$ cat config.mk
export PLATFORM = sky130hd
export DESIGN_NAME = asic_unlock_seq_flat
export DESIGN_NICKNAME = d
export VERILOG_FILES = /design/src/rtl/asic_unlock_seq_if.sv /design/src/rtl/asic_unlock_seq.sv /design/src/flat_wrapper.sv
export SDC_FILE = /design/constraint.sdc
export NUM_CORES = 1
export LEC_CHECK = 0
export BUFFER_PORTS_ARGS = -buffer_cell sky130_fd_sc_hd__buf_2
export CAP_MARGIN = 20
export CORE_MARGIN = 3
export CORE_UTILIZATION = 46
export CTS_CLUSTER_SIZE = 12
export DETAILED_ROUTE_END_ITERATION = 10
export PLACE_DENSITY = 0.82
export SYNTH_ARGS = -nofsm -noshare
export SYNTH_HDL_FRONTEND = slang
export SYNTH_SLANG_ARGS = --single-unit
$ cat constraint.sdc
create_clock -name clk_sys -period 2.9 [get_ports clk_sys]
set_input_delay 0.58 -clock clk_sys [delete_from_list [all_inputs] [get_ports clk_sys]]
set_output_delay 0.58 -clock clk_sys [all_outputs]
set_load 0.02 [all_outputs]
$ cat src/rtl/asic_unlock_seq_if.sv
`default_nettype none
// ============================================================================
// Module      : asic_unlock_seq_if
// Description : CPU write-side bus seen by the Plus-ASIC unlock detector.
//               master : bus decode / CPU side, drives every signal.
//               slave  : unlock detector, samples every signal.
//   plus_mode    Plus mode enable
//   cpu_addr     CPU address [15:0]
//   cpu_data_in  CPU write data [7:0]
//   cpu_wr       CPU write strobe (level)
// Revision    : 1.0 - initial release
// ============================================================================
interface asic_unlock_seq_if;
    logic        plus_mode;
    logic [15:0] cpu_addr;
    logic [7:0]  cpu_data_in;
    logic        cpu_wr;

    modport master (
        output plus_mode,
        output cpu_addr,
        output cpu_data_in,
        output cpu_wr
    );

    modport slave (
        input plus_mode,
        input cpu_addr,
        input cpu_data_in,
        input cpu_wr
    );
endinterface
`default_nettype wire

$ cat src/rtl/asic_unlock_seq.sv
`default_nettype none
// ============================================================================
// Module      : asic_unlock_seq
// Description : Plus-ASIC unlock detector. Watches CPU writes to the CRTC
//               select port (PORT_HI:xx) and matches a programmable byte
//               sequence. The final decision byte either unlocks the ASIC
//               (asic_valid=1, enabling the 4000-7FFF ASIC page) or re-locks
//               it. Includes resync on mismatch, an optional inter-byte
//               timeout and a saturating attempt counter.
//
// Ports:
//   clk_sys        in   system clock
//   reset_n        in   asynchronous active-low reset
//   bus            slv  asic_unlock_seq_if (plus_mode, cpu_addr,
//                       cpu_data_in, cpu_wr)
//   asic_valid     out  ASIC unlocked
//   unlock_pulse   out  one-cycle pulse on the unlock decision
//   lock_pulse     out  one-cycle pulse on the re-lock decision
//   seq_index      out  next expected sequence position
//   attempt_count  out  saturating count of decision bytes received
//   dbg_fail_index out  position of the last pattern mismatch
//   dbg_fail_byte  out  data of the last pattern mismatch
//
// Build option:
//   ASIC_UNLOCK_TRACE_EN  when defined, the last pattern mismatch is latched
//                         on dbg_fail_index/dbg_fail_byte; when undefined both
//                         are tied to zero and no trace registers exist.
//
// Revision    : 1.0 - initial release
// ============================================================================
module asic_unlock_seq #(
    parameter int                         SEQ_LEN     = 16,
    parameter logic [(SEQ_LEN-1)*8-1:0]   SEQ         = {8'hFF, 8'h00, 8'hFF, 8'h77,
                                                         8'hB3, 8'h51, 8'hA8, 8'hD4,
                                                         8'h62, 8'h39, 8'h9C, 8'h46,
                                                         8'h2B, 8'h15, 8'h8A},
    parameter logic [7:0]                 UNLOCK_BYTE = 8'hCD,
    parameter logic [7:0]                 PORT_HI     = 8'hBC,
    parameter int                         TIMEOUT_CYC = 0,
    parameter int                         CNT_W       = 8,
    localparam int                        IDX_W       = $clog2(SEQ_LEN)
) (
    input  wire logic               clk_sys,
    input  wire logic               reset_n,
    asic_unlock_seq_if.slave        bus,
    output logic                    asic_valid,
    output logic                    unlock_pulse,
    output logic                    lock_pulse,
    output logic [IDX_W-1:0]        seq_index,
    output logic [CNT_W-1:0]        attempt_count,
    output logic [IDX_W-1:0]        dbg_fail_index,
    output logic [7:0]              dbg_fail_byte
);

    // Position of the decision byte; every lower index is a pattern byte.
    localparam logic [IDX_W-1:0] c_last_idx = IDX_W'(SEQ_LEN - 1);

    logic       r_wr_d;          // cpu_wr delayed one cycle, for edge detect
    logic       w_accept;        // one accepted port write this cycle
    logic       w_is_decision;   // current position is the decision byte
    logic       w_match;         // data equals the expected pattern byte
    logic       w_first;         // data equals pattern byte 0 (resync)
    logic       w_timeout;       // inter-byte timeout expires this cycle
    logic [7:0] w_exp [SEQ_LEN]; // pattern unpacked to one byte per position
    logic       w_unused_addr_lo;

    // ------------------------------------------------------------------------
    // Pattern unpacking: byte 0 lives in the MSBs of SEQ. The decision slot
    // gets a dummy entry so the table covers every reachable index.
    // ------------------------------------------------------------------------
    genvar k;
    generate
        for (k = 0; k < SEQ_LEN - 1; k++) begin : g_pat
            assign w_exp[k] = SEQ[(SEQ_LEN-2-k)*8 +: 8];
        end
    endgenerate
    assign w_exp[SEQ_LEN-1] = 8'h00;

    // Only the port page is decoded; the low address byte is don't-care.
    assign w_unused_addr_lo = ^bus.cpu_addr[7:0];

    // A level strobe counts once: only its first cycle is accepted.
    assign w_accept = bus.cpu_wr && !r_wr_d && bus.plus_mode &&
                      (bus.cpu_addr[15:8] == PORT_HI);

    assign w_is_decision = (seq_index == c_last_idx);
    assign w_match       = (bus.cpu_data_in == w_exp[seq_index]);
    assign w_first       = (bus.cpu_data_in == w_exp[0]);

    // ------------------------------------------------------------------------
    // Inter-byte timeout. The counter holds the number of idle cycles seen
    // since the last accepted write while a sequence is in progress; the
    // timeout fires on the TIMEOUT_CYC-th such cycle. An accepted write in
    // the same cycle suppresses it, so the write is evaluated at the current
    // index.
    // ------------------------------------------------------------------------
    generate
        if (TIMEOUT_CYC > 0) begin : g_timeout
            localparam int TMO_W = (TIMEOUT_CYC > 1) ? $clog2(TIMEOUT_CYC) : 1;
            localparam logic [TMO_W-1:0] c_tmo_last = TMO_W'(TIMEOUT_CYC - 1);

            logic [TMO_W-1:0] r_tmo_cnt;

            assign w_timeout = bus.plus_mode && !w_accept &&
                               (seq_index != '0) && (r_tmo_cnt == c_tmo_last);

            always_ff @(posedge clk_sys or negedge reset_n) begin
                if (!reset_n) begin
                    r_tmo_cnt <= '0;
                end else if (!bus.plus_mode || w_accept || w_timeout ||
                             (seq_index == '0)) begin
                    r_tmo_cnt <= '0;
                end else begin
                    r_tmo_cnt <= r_tmo_cnt + 1'b1;
                end
            end
        end else begin : g_no_timeout
            assign w_timeout = 1'b0;
        end
    endgenerate

    // ------------------------------------------------------------------------
    // Sequence state machine. seq_index is the state: 0..SEQ_LEN-2 are
    // pattern positions, SEQ_LEN-1 is the decision position. All outputs are
    // registered here.
    // ------------------------------------------------------------------------
    always_ff @(posedge clk_sys or negedge reset_n) begin
        if (!reset_n) begin
            r_wr_d        <= 1'b0;
            seq_index     <= '0;
            asic_valid    <= 1'b0;
            unlock_pulse  <= 1'b0;
            lock_pulse    <= 1'b0;
            attempt_count <= '0;
        end else begin
            r_wr_d       <= bus.cpu_wr;
            unlock_pulse <= 1'b0;
            lock_pulse   <= 1'b0;

            if (!bus.plus_mode) begin
                // Leaving Plus mode drops the unlock and any partial match;
                // the attempt history is kept.
                seq_index  <= '0;
                asic_valid <= 1'b0;
            end else if (w_accept) begin
                if (w_is_decision) begin
                    seq_index <= '0;
                    if (bus.cpu_data_in == UNLOCK_BYTE) begin
                        asic_valid   <= 1'b1;
                        unlock_pulse <= 1'b1;
                    end else begin
                        asic_valid <= 1'b0;
                        lock_pulse <= 1'b1;
                    end
                    if (attempt_count != '1) begin
                        attempt_count <= attempt_count + 1'b1;
                    end
                end else if (w_match) begin
                    seq_index <= seq_index + 1'b1;
                end else if (w_first) begin
                    // Mismatching byte may itself start a new sequence.
                    seq_index <= IDX_W'(1);
                end else begin
                    seq_index <= '0;
                end
            end else if (w_timeout) begin
                seq_index <= '0;
            end
        end
    end

    // ------------------------------------------------------------------------
    // Mismatch trace
    // ------------------------------------------------------------------------
`ifdef ASIC_UNLOCK_TRACE_EN
    logic w_mismatch;

    assign w_mismatch = w_accept && !w_is_decision && !w_match;

    always_ff @(posedge clk_sys or negedge reset_n) begin
        if (!reset_n) begin
            dbg_fail_index <= '0;
            dbg_fail_byte  <= '0;
        end else if (w_mismatch) begin
            dbg_fail_index <= seq_index;
            dbg_fail_byte  <= bus.cpu_data_in;
        end
    end
`else
    assign dbg_fail_index = '0;
    assign dbg_fail_byte  = '0;
`endif

endmodule
`default_nettype wire

$ cat src/flat_wrapper.sv
// flat-port wrapper written by rule: the top's interface ports become plain ports
module asic_unlock_seq_flat 
#(
    parameter int                         SEQ_LEN     = 16,
    parameter logic [(SEQ_LEN-1)*8-1:0]   SEQ         = {8'hFF, 8'h00, 8'hFF, 8'h77,
                                                         8'hB3, 8'h51, 8'hA8, 8'hD4,
                                                         8'h62, 8'h39, 8'h9C, 8'h46,
                                                         8'h2B, 8'h15, 8'h8A},
    parameter logic [7:0]                 UNLOCK_BYTE = 8'hCD,
    parameter logic [7:0]                 PORT_HI     = 8'hBC,
    parameter int                         TIMEOUT_CYC = 0,
    parameter int                         CNT_W       = 8,
    localparam int                        IDX_W       = $clog2(SEQ_LEN)
)
  (clk_sys, reset_n, asic_valid, unlock_pulse, lock_pulse, seq_index, attempt_count, dbg_fail_index, dbg_fail_byte, bus_plus_mode, bus_cpu_addr, bus_cpu_data_in, bus_cpu_wr);
  asic_unlock_seq_if bus_i ();
  input  wire logic clk_sys;
  input  wire logic reset_n;
  output logic asic_valid;
  output logic unlock_pulse;
  output logic lock_pulse;
  output logic [IDX_W-1:0] seq_index;
  output logic [CNT_W-1:0] attempt_count;
  output logic [IDX_W-1:0] dbg_fail_index;
  output logic [7:0] dbg_fail_byte;
  input wire logic [$bits(bus_i.plus_mode)-1:0] bus_plus_mode;
  input wire logic [$bits(bus_i.cpu_addr)-1:0] bus_cpu_addr;
  input wire logic [$bits(bus_i.cpu_data_in)-1:0] bus_cpu_data_in;
  input wire logic [$bits(bus_i.cpu_wr)-1:0] bus_cpu_wr;
  assign bus_i.plus_mode = bus_plus_mode;
  assign bus_i.cpu_addr = bus_cpu_addr;
  assign bus_i.cpu_data_in = bus_cpu_data_in;
  assign bus_i.cpu_wr = bus_cpu_wr;
  asic_unlock_seq #(.SEQ_LEN(SEQ_LEN), .SEQ(SEQ), .UNLOCK_BYTE(UNLOCK_BYTE), .PORT_HI(PORT_HI), .TIMEOUT_CYC(TIMEOUT_CYC), .CNT_W(CNT_W)) u_core (.clk_sys(clk_sys), .reset_n(reset_n), .bus(bus_i), .asic_valid(asic_valid), .unlock_pulse(unlock_pulse), .lock_pulse(lock_pulse), .seq_index(seq_index), .attempt_count(attempt_count), .dbg_fail_index(dbg_fail_index), .dbg_fail_byte(dbg_fail_byte));
endmodule
# Yosys cells after proc, flatten, opt, wreduce, memory -nomap -nowiden
# Memory sizes are Yosys's and may differ from the RTL's.
# Index checks and enable logic that the tools add are counted.
# op_classes
n_bitwise	1
n_eq_ne	8
addsub	2
reduce_logical	6
muxes	18
order_cmp	1
# ops
operator	count
8-bit == test, second input constant	3
4-bit 2-to-1 mux	4
8-bit 2-to-1 mux	2
1-bit 2-to-1 mux	12
8-bit by 1-bit adder with 8-bit output, second input constant	1
8-bit == test	1
8-bit inequality test, second input constant	1
5-bit greater-or-equal comparator, second input constant	1
4-bit inverter with 5-bit output	1
4-bit by 1-bit adder with 4-bit output, second input constant	1
4-bit == test, second input constant	1
2-bit by 1-bit inequality test with 1-bit output, second input constant	2
4-bit AND reduction	1
1-bit logical AND	3
2-bit AND reduction	1
1-bit zero test	1
# totals
mem_count	1
register_bits	16
elab_cells	43
rom_bits	128
# mem_list
memory	depth	width	read_ports	rd_clocked_by_memory_dff	write_ports	line	source
(name not given)	16	8	1	0	0	asic_unlock_seq.sv:87	assign w_match = (bus.cpu_data_in == w_exp[seq_index]);

# Logic depth before layout (Yosys ltp)
# Gate-level depths: netlist (run 1).
# depth
word_depth	9
ltp_mapped	10
mapped_depth_nobuf	9

# Worst setup path before layout (run 1)
# Ideal clock, no wire load.
# synth_timing
path_kind	register to register
from	register u_core.seq_index[1]
to	register u_core.seq_index[0]
slack_ns	0.368
arrival_time_ns	2.409
path_stages_with_launch	10
t_required_ns	2.777
n_path_buf	1
period_less_slack_ns	2.532
path_cell_list	dfrtp_1 buf_2 inv_1 ha_1 and2_2 or4_4 a2111oi_4 nand3_1 mux2i_1 o21ai_1
# synth_between
elab_chain_len	9
elab_cells_between_ends	10
classes_between	eq/ne: 2; mux: 6; bitwise: 1; memory: 1
# synth_lines
item	line	source
from (decl)	asic_unlock_seq.sv:49	output logic [IDX_W-1:0] seq_index,
from (signal assigned)	asic_unlock_seq.sv:159	seq_index <= seq_index + 1'b1;
4-bit inverter with 5-bit output (not written as such)	asic_unlock_seq.sv:87	
memory read 16 x 8 bit	n/a	
8-bit 2-to-1 mux (not written as such) (2 in series)	asic_unlock_seq.sv:87	
8-bit == test	asic_unlock_seq.sv:87	
4-bit 2-to-1 mux	asic_unlock_seq.sv:158	end else if (w_match) begin
4-bit 2-to-1 mux (*)	asic_unlock_seq.sv:146	if (w_is_decision) begin
4-bit 2-to-1 mux (*)	asic_unlock_seq.sv:145	end else if (w_accept) begin
4-bit 2-to-1 mux (*)	asic_unlock_seq.sv:140	if (!bus.plus_mode) begin
# Every way passes the cells marked *; elsewhere a longest branch is shown, timed or not. The select of a mux whose other input is x is not followed.
# A chain may end at the register's enable or synchronous reset.

# Worst setup path after layout (run 1)
# layout_timing
from	register u_core.seq_index[2]
to	register u_core.seq_index[2]
# The elaborated chain is that of the path after synthesis.

==> flow_metrics.env, run 1 <==
export IMPL_vias_per_cell=5.336
export IMPL_nets=217
export IMPL_fin_util_pct=57.23
export IMPL_synthCells=146
export IMPL_grt_max_degree=25
export IMPL_grt_pass1_wl_microns=4547
export IMPL_clock_root_buffer="clkbuf_4"
export IMPL_crit_arrival_ps=2680
export IMPL_numCtsBuffers=3
export IMPL_fin_setup_tns_ps=0
export IMPL_rsz0062_at_grt="false"
export IMPL_totalPowerFinal_uw=414.3
export IMPL_worst_pin_slew_ps=673.6
export IMPL_cts_resized=0
export IMPL_yosys_register_bits=16
export IMPL_finalWirelength_microns=2798
export IMPL_grt_overflow_total=0
export IMPL_rows=18
export IMPL_hold_buffers=0
export IMPL_syn_area_sq_mm=0.001329
export IMPL_drc=0
export IMPL_die_h_microns=59.75
export IMPL_cts_buffer_depth=2
export IMPL_power_density_mw_per_mm2=277.1
export IMPL_finalCritPeriodShare_pct=84.59
export IMPL_htreeDepth=1
export IMPL_required_ps=3130
export IMPL_reg2reg_from="u_core.seq_index[2]"
export IMPL_drv_cap=0
export IMPL_crit_type="reg2reg"
export IMPL_design_die_area_sq_mm=0.003569
export IMPL_skew_ps=5.114
export IMPL_io_pins=55
export IMPL_dpl_hpwl_microns=2275
export IMPL_via_count=1126
export IMPL_synthToLayoutAreaGrowth_pct=12.52
export IMPL_globalplace_congestion=0.8097
export IMPL_tritoncts="yes"
export IMPL_die_w_microns=59.75
export IMPL_critPathLaunchType="flip-flop"
export IMPL_cp_startpoint="u_core.seq_index[2]"
export IMPL_crit_top_cell="a21oi_1"
export IMPL_ys_flop_type="dfrtp_1"
export IMPL_end_kind="flip-flop"
export IMPL_path_clk_slew_ps=80
export IMPL_clock_sinks=16
export IMPL_yosysWarnings=0
export IMPL_path_delay_family="simple AND/OR/NAND/NOR gates"
export IMPL_cpMaxStageDelayCell="dfrtp_1"
export IMPL_cpPeakStageDelay_ps=780
export IMPL_relSlewSlack_pct=54.68
export IMPL_finalHoldViolations=0
export IMPL_antenna_found_initial=0
export IMPL_drv_slew=0
export IMPL_status="completed"
export IMPL_wl_per_cell_microns=13.26
export IMPL_hold_path_class="in2async"
export IMPL_grt_total_usage_pct=16.64
export IMPL_clock_latency_ps=290
export IMPL_drt_iter0_drc=38
export IMPL_floorplan_initialDensity_pct=50.86
export IMPL_synth_distinct_cells=48
export IMPL_preCtsSetupSlack_ps=483.8
export IMPL_yosysSeqAreaShare_pct=30.13
export IMPL_p_leak_uw=0.0007302
export IMPL_fin_crit_ps=2453
export IMPL_ir_worst_vdd_mv=0.2760
export IMPL_ant_nets=0
export IMPL_fmax_ghz=0.4076
export IMPL_post_cts_buffers=0
export IMPL_first_pass_iters=4
export IMPL_worst_path_max_fanout=24
export IMPL_async_flop_share_pct=100.0
export IMPL_crit_path_cell_trace="or2_1 -> a21oi_1 -> or4_4 -> a2111oi_4 -> nand4_2 -> a21oi_1 -> a21o_1"
export IMPL_worst_slack_ps=446.8
export IMPL_diodes=0
export IMPL_synth_edf_count=0
export IMPL_first_global_vias=1036
export IMPL_finalSetupViolations=0
export IMPL_core_area_sq_mm=0.002613
export IMPL_drive_gt1_share_pct=29.28
export IMPL_critical_path_buf_inv_count=0
export IMPL_synth_avg_cell_area_sq_um=9.101
export IMPL_port_buffers=34
## sequential cells by signal, indices dropped and copies added, names as in the netlist
signal / flops
u_core.attempt_count: 8
u_core.lock_pulse: 1
u_core.seq_index: 4
u_core.asic_valid: 1
u_core.r_wr_d: 1
u_core.unlock_pulse: 1
## cells by family after synthesis
logic type / after synthesis / synth area share, %
compound gates: 23 / 12.99
simple gates: 59 / 25.14
fa+ha+maj: 7 / 6.591
xor+xnor: 12 / 7.910
buf+inv: 23 / 12.05
mux: 5 / 4.896
flops: 16 / 30.13
other cells: 1 / 0.2822
## where the power goes
part,switching [uW],internal [uW],total (uW)
combinational,33.6,15.4,49.0
sequential,0.190,224,224
clock,65.0,76.6,142
## cell type report
type | count | area, sq um
clock buffers | 4 | 36.28
fillers | 221 | 1117
inverters | 7 | 26.28
well taps | 30 | 37.54
multi-input cells | 118 | 809.5
flip-flops and latches | 16 | 400.4
repair buffers | 36 | 185.2
## cell usage after synthesis, types with 4 or more instances
library cell | count | share of area, %
dfrtp_1 | 16 | 30
nand2_1 | 15 | 4.2
buf_4 | 12 | 6.8
nor2_1 | 10 | 2.8
nand3_1 | 8 | 3.0
ha_1 | 7 | 6.6
inv_1 | 6 | 1.7
xnor2_1 | 6 | 4.0
xor2_1 | 6 | 4.0
a21oi_1 | 5 | 1.9
nand4_1 | 4 | 1.9
## path summary, 6_finish.rpt
check	cells past startpoint	end	slack [ps]
max	7	u_core.seq_index[2]	450
min	1	u_core.attempt_count[5]	180
max reg2reg	7	u_core.seq_index[2]	450
min reg2reg	1	u_core.attempt_count[5]	490
max in group asynchronous	1	u_core.r_wr_d	2470
min in group clk_sys	1	u_core.r_wr_d	430
## through the flow
stage,hold slack (ps),instance area [sq um],instances
after floorplan,284.4,1370,157
after global placement,472.8,1459,207
after detailed placement,481.1,1459,207
after CTS,183.3,1495,211
after global routing,191.9,1495,211
final,177.1,1495,211
## layer usage
layer / part of all wire, % / track usage (%) / vias up
li1: - / - / 559
met1: 42 / 19.95 / 529
met2: 50 / 27.78 / 29
met3: 5.0 / 3.456 / 9
met4: 2.7 / 8.544 / 0
met5: 0 / 0 / -
## cells in the final DEF, fill, tap and decap left out, types with 2 or more instances in the layout
| master | Yosys | final |
|---|---|---|
| a21o_1 | 2 | 2 |
| a21oi_1 | 5 | 5 |
| and2_1 | 3 | 3 |
| and3_1 | 2 | 2 |
| buf_2 | 1 | 34 |
| buf_4 | 12 | 2 |
| clkbuf_4 | 0 | 3 |
| conb_1 | 1 | 12 |
| dfrtp_1 | 16 | 16 |
| ha_1 | 7 | 7 |
| inv_1 | 6 | 6 |
| mux2i_1 | 2 | 2 |
| nand2_1 | 15 | 15 |
| nand2b_1 | 2 | 2 |
| nand3_1 | 8 | 8 |
| nand4_1 | 4 | 4 |
| nor2_1 | 10 | 10 |
| nor4_1 | 2 | 2 |
| o211ai_1 | 2 | 2 |
| o21ai_0 | 3 | 3 |
| o21ai_1 | 2 | 2 |
| o31ai_1 | 2 | 2 |
| or4_4 | 2 | 2 |
| xnor2_1 | 6 | 6 |
| xor2_1 | 6 | 6 |
(Power assumes the default switching activity.)
==> inputs of run 2 (changes only) <==
==> constraint.sdc (replaced) <==
create_clock -name clk_sys -period 2.4 [get_ports clk_sys]
set_input_delay 0.48 -clock clk_sys [delete_from_list [all_inputs] [get_ports clk_sys]]
set_output_delay 0.48 -clock clk_sys [all_outputs]
set_load 0.02 [all_outputs]
==> run 2 against run 1 <==
  * Cell count up 3.8%
  * Via count up 7.9%
  * First-iteration DRC count up 11%
  * Clock power up 24%
  * Sequential power up 21%
  * Sequential share of layout area down 1.6 points
  * Non-clock buffer count up 8
  * Critical path depth up 2
  * Die area unchanged
  * Global-route usage up 0.40 points
  * Fmax up 7.7%
==> flow_metrics.env, run 2 (same netlist as run 1, synthesis figures left out) <==
export IMPL_fin_setup_tns_ps=0
export IMPL_finalSetupViolations=0
export IMPL_cpMaxStageDelayCell="or4_4"
export IMPL_rows=18
export IMPL_final_cell_mix="buf_2 (34), nand2_1 (14), dfrtp_1 (14), conb_1 (12), nor2_1 (10)"
export IMPL_finalWirelength_microns=3043
export IMPL_floorplan_initialDensity_pct=50.86
export IMPL_required_ps=2630
export IMPL_vias_per_cell=5.548
export IMPL_skew_ps=9.093
export IMPL_ant_nets=0
export IMPL_grt_pass1_wl_microns=4830
export IMPL_hold_buffers=0
export IMPL_core_area_sq_mm=0.002613
export IMPL_worst_path_max_fanout=4
export IMPL_totalPowerFinal_uw=506.1
export IMPL_numCtsBuffers=3
export IMPL_drive_gt1_share_pct=37.57
export IMPL_fin_util_pct=61.16
export IMPL_clock_sinks=16
export IMPL_num_fill_cells=212
export IMPL_die_w_microns=59.75
export IMPL_diodes=0
export IMPL_dpl_hpwl_microns=2409
export IMPL_status="completed"
export IMPL_power_density_mw_per_mm2=316.7
export IMPL_first_global_vias=1144
export IMPL_first_pass_iters=4
export IMPL_largest_reg_flops=8
export IMPL_crit_arrival_ps=2510
export IMPL_io_pins=55
export IMPL_final_design_area_no_fill_sq_mm=0.001598
export IMPL_synthToLayoutAreaGrowth_pct=20.24
export IMPL_tritoncts="yes"
export IMPL_critical_path_buf_inv_count=1
export IMPL_drc=0
export IMPL_wl_per_cell_microns=13.89
export IMPL_globalplace_congestion=0.8854
export IMPL_hold_path_class="in2async"
export IMPL_cts_buffer_depth=2
export IMPL_die_h_microns=59.75
export IMPL_regArea_sq_um=402.9
export IMPL_drt_iter0_drc=42
export IMPL_port_buffers=34
export IMPL_final_common_cell="buf_2"
export IMPL_multi_input_area_sq_um=845.8
export IMPL_critPathLaunchType="flip-flop"
export IMPL_clock_latency_ps=290
export IMPL_design_die_area_sq_mm=0.003569
export IMPL_fin_crit_ps=2277
export IMPL_fmax_ghz=0.4392
export IMPL_placed_area_sq_mm=0.001499
export IMPL_grt_overflow_total=0
export IMPL_path_clk_slew_ps=90
export IMPL_largestRegisters="u_core.attempt_count (8), u_core.seq_index (4)"
export IMPL_ir_worst_vdd_mv=0.3420
export IMPL_drv_slew=0
export IMPL_crit_type="reg2reg"
export IMPL_preCtsSetupSlack_ps=37.85
export IMPL_antenna_found_initial=0
export IMPL_top_register="u_core.attempt_count"
export IMPL_grt_total_usage_pct=17.04
export IMPL_nets=225
export IMPL_htreeDepth=1
export IMPL_p_leak_uw=0.0007730
export IMPL_path_delay_family="simple AND/OR/NAND/NOR gates"
export IMPL_cpPeakStageDelay_ps=540
export IMPL_worst_slack_ps=123.0
export IMPL_worst_pin_slew_ps=514.4
export IMPL_finalCritPeriodShare_pct=94.88
export IMPL_finalHoldViolations=0
export IMPL_relSlewSlack_pct=65.47
export IMPL_grt_max_degree=17
export IMPL_drv_cap=0
export IMPL_end_kind="flip-flop"
export IMPL_crit_path_cell_trace="buf_6 -> ha_4 -> nand2_2 -> a21oi_2 -> or4_4 -> a2111oi_4 -> nand4_2 -> a21oi_1 -> a21o_1"
export IMPL_clock_root_buffer="clkbuf_4"
export IMPL_via_count=1215
run 2: cell count changes in the layout (fill, tap and decap cells not counted), moves of 2 or more:
cell,change
dfrtp_1,-2
ha_4,+2
dfrtp_2,+2
buf_4,+7
inv_2,+2
ha_1,-3
inv_1,-2
run 2: area by class of cell:
type,count,share of cell area [%]
clock buffers,4,2.271
inverters,7,1.644
multi-input cells,118,52.94
flip-flops and latches,16,25.22
well taps,30,2.349
repair buffers,44,15.58
run 2: timing repair:
item,in CTS,in global routing
buffers inserted,0,3
setup endpoints to repair,0,4
gates resized for setup,0,11
hold endpoints to repair,0,0
run 2: stage by stage:
step	instances	hold slack, ps
after global placement	212	400.0
after detailed placement	212	408.3
after global routing	219	89.30
after CTS	216	77.70
after floorplan	157	184.4
final	219	76.39
run 2: path summary, 6_finish.rpt:
kind,from,slack [ps],endpoint,cells past startpoint
setup / recovery,u_core.seq_index[1],120,u_core.seq_index[3],9
hold / removal,reset_n,80,u_core.attempt_count[6],1
setup reg to reg,u_core.seq_index[1],120,u_core.seq_index[3],9
hold reg to reg,u_core.attempt_count[7],510,u_core.attempt_count[7],1
max in group asynchronous,reset_n,2030,u_core.seq_index[1],1
min in group clk_sys,bus_cpu_wr,320,u_core.r_wr_d,1
run 2: metal layers:
metal	vias up	share of wire (%)	routed length [microns]	GRT usage, %
met1	593	41	1261	22.87
met2	43	53	1613	28.55
met4	0	0	0	4.430
li1	579	-	-	-
met3	0	5.5	168	2.376
met5	-	0	0	0
run 2: power by group:
group	leakage, uW	switching [uW]	internal [uW]	total (uW)
combinational	0.000534	40.8	18.5	59.3
sequential	0.000218	0.425	270	271
clock	0.0000210	83.6	92.5	176
total	0.000773	125	381	506
